## src/rtl/bin2bcd_seg_seq.sv

```systemverilog
// bin2bcd_seg_seq: sequential double-dabble binary-to-BCD converter driving active-low 7-segment digits.
// Optional BCD_LEADING_ZERO_BLANK_EN blanks hex digits above the most significant nonzero digit.
module bin2bcd_seg_seq #(
    parameter int WIDTH  = 8,
    parameter int DIGITS = 3
) (
    input  logic                  clock,
    input  logic                  resetn,
    input  logic                  start,
    input  logic [WIDTH-1:0]      bin,
    output logic                  busy,
    output logic                  done,
    output logic                  ovf,
    output logic [4*DIGITS-1:0]   bcd,
    output logic [7*DIGITS-1:0]   hex
);
    localparam int CW = $clog2(WIDTH + 1);
    localparam logic [6:0] DASH  = 7'h3F;
    localparam logic [6:0] BLANK = 7'h7F;

    typedef enum logic {IDLE, SHIFT} state_t;

    state_t              state_q, state_d;
    logic [WIDTH-1:0]    op_q, op_d;
    logic [4*DIGITS-1:0] acc_q, acc_d, acc_adj, bcd_q, bcd_d;
    logic [CW-1:0]       cnt_q, cnt_d;
    logic                ovf_int_q, ovf_int_d, ovf_q, ovf_d, done_q, done_d;
    logic [7*DIGITS-1:0] hex_q, hex_d;

    function automatic logic [6:0] seg7(input logic [3:0] d);
        case (d)
            4'd0:    seg7 = 7'h40;
            4'd1:    seg7 = 7'h79;
            4'd2:    seg7 = 7'h24;
            4'd3:    seg7 = 7'h30;
            4'd4:    seg7 = 7'h19;
            4'd5:    seg7 = 7'h12;
            4'd6:    seg7 = 7'h02;
            4'd7:    seg7 = 7'h78;
            4'd8:    seg7 = 7'h00;
            4'd9:    seg7 = 7'h10;
            default: seg7 = BLANK;
        endcase
    endfunction

    function automatic logic [7*DIGITS-1:0] render(input logic [4*DIGITS-1:0] b, input logic o);
        logic [7*DIGITS-1:0] r;
`ifdef BCD_LEADING_ZERO_BLANK_EN
        logic lead;
        lead = 1'b1;
`endif
        r = '0;
        for (int i = DIGITS - 1; i >= 0; i--) begin
`ifdef BCD_LEADING_ZERO_BLANK_EN
            lead = lead && (b[4*i +: 4] == 4'd0) && (i != 0);
            r[7*i +: 7] = o ? DASH : lead ? BLANK : seg7(b[4*i +: 4]);
`else
            r[7*i +: 7] = o ? DASH : seg7(b[4*i +: 4]);
`endif
        end
        return r;
    endfunction

    always_comb begin
        acc_adj = acc_q;
        for (int i = 0; i < DIGITS; i++)
            acc_adj[4*i +: 4] = (acc_q[4*i +: 4] >= 4'd5) ? acc_q[4*i +: 4] + 4'd3 : acc_q[4*i +: 4];
    end

    // SHIFT runs WIDTH shift edges, then one extra edge (counter at zero) publishes the result
    always_comb begin
        state_d   = state_q;
        op_d      = op_q;
        acc_d     = acc_q;
        cnt_d     = cnt_q;
        ovf_int_d = ovf_int_q;
        ovf_d     = ovf_q;
        bcd_d     = bcd_q;
        hex_d     = hex_q;
        done_d    = 1'b0;
        if (state_q == IDLE) begin
            if (start) begin
                op_d      = bin;
                acc_d     = '0;
                ovf_int_d = 1'b0;
                cnt_d     = CW'(WIDTH);
                state_d   = SHIFT;
            end
        end else if (cnt_q != '0) begin
            acc_d     = {acc_adj[4*DIGITS-2:0], op_q[WIDTH-1]};
            op_d      = op_q << 1;
            ovf_int_d = ovf_int_q | acc_adj[4*DIGITS-1];
            cnt_d     = cnt_q - 1'b1;
        end else begin
            bcd_d   = acc_q;
            ovf_d   = ovf_int_q;
            hex_d   = render(acc_q, ovf_int_q);
            done_d  = 1'b1;
            state_d = IDLE;
        end
    end

    always_ff @(posedge clock or negedge resetn) begin
        if (!resetn) begin
            state_q   <= IDLE;
            op_q      <= '0;
            acc_q     <= '0;
            cnt_q     <= '0;
            ovf_int_q <= 1'b0;
            ovf_q     <= 1'b0;
            done_q    <= 1'b0;
            bcd_q     <= '0;
            hex_q     <= render('0, 1'b0);
        end else begin
            state_q   <= state_d;
            op_q      <= op_d;
            acc_q     <= acc_d;
            cnt_q     <= cnt_d;
            ovf_int_q <= ovf_int_d;
            ovf_q     <= ovf_d;
            done_q    <= done_d;
            bcd_q     <= bcd_d;
            hex_q     <= hex_d;
        end
    end

    assign busy = (state_q == SHIFT);
    assign done = done_q;
    assign ovf  = ovf_q;
    assign bcd  = bcd_q;
    assign hex  = hex_q;
endmodule

```

## config.mk

```make
export PLATFORM = sky130hd
export DESIGN_NAME = bin2bcd_seg_seq
export DESIGN_NICKNAME = d
export VERILOG_FILES = /design/src/rtl/bin2bcd_seg_seq.sv
export SDC_FILE = /design/constraint.sdc
export NUM_CORES = 1
export LEC_CHECK = 0
export CAP_MARGIN = 40
export CORE_MARGIN = 2
export CORE_UTILIZATION = 50
export DETAILED_ROUTE_END_ITERATION = 10
export GPL_TIMING_DRIVEN = 0
export PLACE_DENSITY = 0.74
export SYNTH_ARGS = -nofsm -noshare
export SYNTH_HDL_FRONTEND = slang
export SYNTH_SLANG_ARGS = --single-unit
```

## constraint.sdc

```tcl
create_clock -name clock -period 2.3 [get_ports clock]
set_input_delay 0.23 -clock clock [delete_from_list [all_inputs] [get_ports clock]]
set_output_delay 0.23 -clock clock [all_outputs]
set_load 0.01 [all_outputs]
```

==> impl_metrics.csv <==
group,metric,value,unit
finish,layout-drive-gt1-share,0.1108,
synth,syn_nets,344,
sta,tns,0,ns
place,place_hpwl,4.748,mm
cts,cts_max_level,3,
finish,nFillCells,493,
floorplan,die-area,6686,um^2
cts,worst_skew_pair.late_latency,0.35,ns
sta,maxSlewViolCount,0,
floorplan,core_area,5886,um^2
synth,synth_async_sr_flop_share,1.000,
synth,yosysTopAreaCell,"dfrtp_1",
outcome,status,"finished, final reports clean",
synth,synth_area,3024,um^2
setup_path,slowest_stage,"dfrtp_1",
sta,hold_violations,0,
cts,clock-sinks,61,
synth,synth_compound_area_frac,0.1734,
synth,synthTopCellsByCount,"dfrtp_1, nand2_1, o21ai_0",
floorplan,row_count,28,
synth,synth_xor_area_frac,0.02317,
power,power.leakage,1.703,nW
setup_path,cp.arrival,2.14,ns
floorplan,start_util,0.5138,
place,place_congestion,0.8876,
setup_path,cp-start-kind,"flip-flop",
drt,initialDrtViolationCount,171,
drt,drt-pass1-iter-count,4,
cts,holdBufCountCts,1,
place,io_buffers,46,
synth,synth_fa_ha_area_frac,0.06620,
drt,ant_nets,0,
synth,synth_edf_count,0,
cts,cts-buffers-inserted,9,
synth,netlist_instances,317,
setup_path,critPathMaxFanout,6,
drt,drt_wl_total,6.645,mm
synth,ys_seq_elements,61,
floorplan,pin_count,47,
sta,holdWs,0.4586,ns
global_route,grt_pass1_vias,2351,
cts,path_clk_slew,0.07,ns
sta,finalSetupViolations,0,
setup_path,critPathMaxStageDelay,0.45,ns
setup_path,crit_family,"flip-flops",
floorplan,die_w,81.77,um
cts,clk_path_buf_depth,2,
drt,route.detailed.drc,0,
floorplan,fp.dieH,81.77,um
setup_path,crit_required,2.57,ns
place,dp.cells,439,
global_route,overflow,0,
setup_path,r2r_slack,0.43,ns
finish,final_cells,454,
cts,cts_tree,"done",
synth,synth_top_family_by_area,"compound AO/OA/AOI/OAI gates",
cts,cts_resized,0,
setup_path,crit_type,"flip-flop to flip-flop",
finish,final_nets,403,
global_route,grt_pass1_wl,11.03,mm
global_route,track_usage,0.2233,
synth,ys_seq_area_frac,0.5060,
sta,tightest_slew,0.6864,ns
synth,muxShareOfSynthArea,0.04758,
synth,yosys-top-cells-area,"dfrtp_1, o21ai_0, ha_1, nand2_1, a21oi_1",
power,power_density,1539,nW/um^2
sta,fmax,535.0,MHz
worst_hold_path,worstHoldPathType,"input pin to asynchronous set/reset pin",
global_route,grt_max_degree,33,
synth,synth_simple_gate_area_frac,0.1324,
finish,num_antenna_cells,0,
cts,cts_setup_buffers,0,
setup_path,crit_buf_inv,1,
drt,vias_per_cell,5.324,
global_route,antenna_found_initial,0,
finish,utilization,0.6435,
synth,synth_top_area_frac,0.4799,
drt,vias,2417,
job,drv_cap,0,
synth,synth_area_per_cell,9.540,um^2
sta,rsz0062_at_grt,"no",
place,placed_area,3593,um^2
sta,timing.final.crit_share,0.8126,
setup_path,crit_chain,"inv_1 -> ha_1 -> nand2b_1 -> a21oi_1 -> mux2_2 -> o22ai_1",
finish,syn_to_final_growth,25.24,%
sta,fin_skew,0.007848,ns
synth,ys_types,35,
synth,synth_warnings,0,
cts,clk_root_buffer_cell,"clkbuf_8",
drt,routedWlPerCell,14.64,um
sta,period_needed,1.869,ns
synth,synthMostInstantiatedCell,"dfrtp_1",
power,vdd_ir_drop_max,0.8094,mV
finish,postLayoutCellArea,3787,um^2
synth,ys.flop_type,"dfrtp_1",
setup_path,worstSetupEndpointType,"flip-flop",
sta,slew_headroom,0.5424,
-- state kept, by name, summed over array words and instances (netlist names) --
register,cells
hex,21
acc_q,12
bcd,12
op_q,8
cnt_q,4
busy,1
done,1
ovf,1
ovf_int_q,1
-- path summary, 6_finish.rpt --
kind | startpoint | end | cells past startpoint
worst max-delay path | acc_q[1] | acc_q[2] | 6
worst min-delay path | resetn | hex[7] | 2
worst max register to register | acc_q[1] | acc_q[2] | 6
worst min register to register | hex[13] | hex[13] | 2
max in group asynchronous | resetn | hex[1] | 3
min in group clock | hex[13] | hex[13] | 2
-- through the flow --
step                worst slack [ns]  power (mW)
floorplan                     0.6731       3.844
detailed placement            0.4804       4.948
CTS                           0.4615       5.857
global placement             -0.9130       4.852
finish                        0.4309       5.830
global route                  0.3095       6.347
-- routing by layer --
layer | wire length, um | vias up | global-route usage
met1 | 2988 | 1147 | 0.2961
met2 | 3195 | 60 | 0.3439
met3 | 361 | 12 | 0.07033
met5 | 0 | - | 0
met4 | 99 | 0 | 0.08333
li1 | - | 1198 | -
-- logic make-up after synthesis --
| kind of cell | count (synthesis) |
|---|---|
| mux | 14 |
| fa+ha+maj | 16 |
| simple gates | 91 |
| flops | 61 |
| xor+xnor | 8 |
| compound gates | 94 |
| buf+inv | 33 |
-- layout make-up --
type / count / area [um^2] / share of cell area
buffer: 18 / 98.84 / 0.02610
clock buffer: 13 / 178.9 / 0.04724
clock inverter: 1 / 5.005 / 0.001321
inverter: 15 / 56.30 / 0.01487
multi-input combinational: 223 / 1339 / 0.3535
sequential: 61 / 1530 / 0.4040
tap: 75 / 93.84 / 0.02478
timing repair buffer: 48 / 485.5 / 0.1282
-- report_power, final --
group	internal [mW]	total [mW]	switching (mW)
Sequential	1.57	1.91	0.339
Clock	0.495	0.896	0.401
Combinational	1.41	3.02	1.61
Total	3.48	5.83	2.35
-- worst reg2reg max path: stages (launching register included) --
cell      delay (ns)
dfrtp_1         0.45
inv_1           0.17
ha_1            0.24
nand2b_1        0.16
a21oi_1         0.31
mux2_2          0.37
o22ai_1         0.10
-- layout by cell type, fill, tap and decap left out, drive strengths merged, types with 8 or more instances in the layout --
cell type and n:
clkbuf 15, ha 16, clkdlybuf4s50 45, dfrtp 58, buf 18, o21ai 44, nand2b 8, mux2i 11
xnor2 8, a21oi 25, inv 15, o22ai 10, nand2 51, nor2 22
Power figures use the tool's default switching activity.
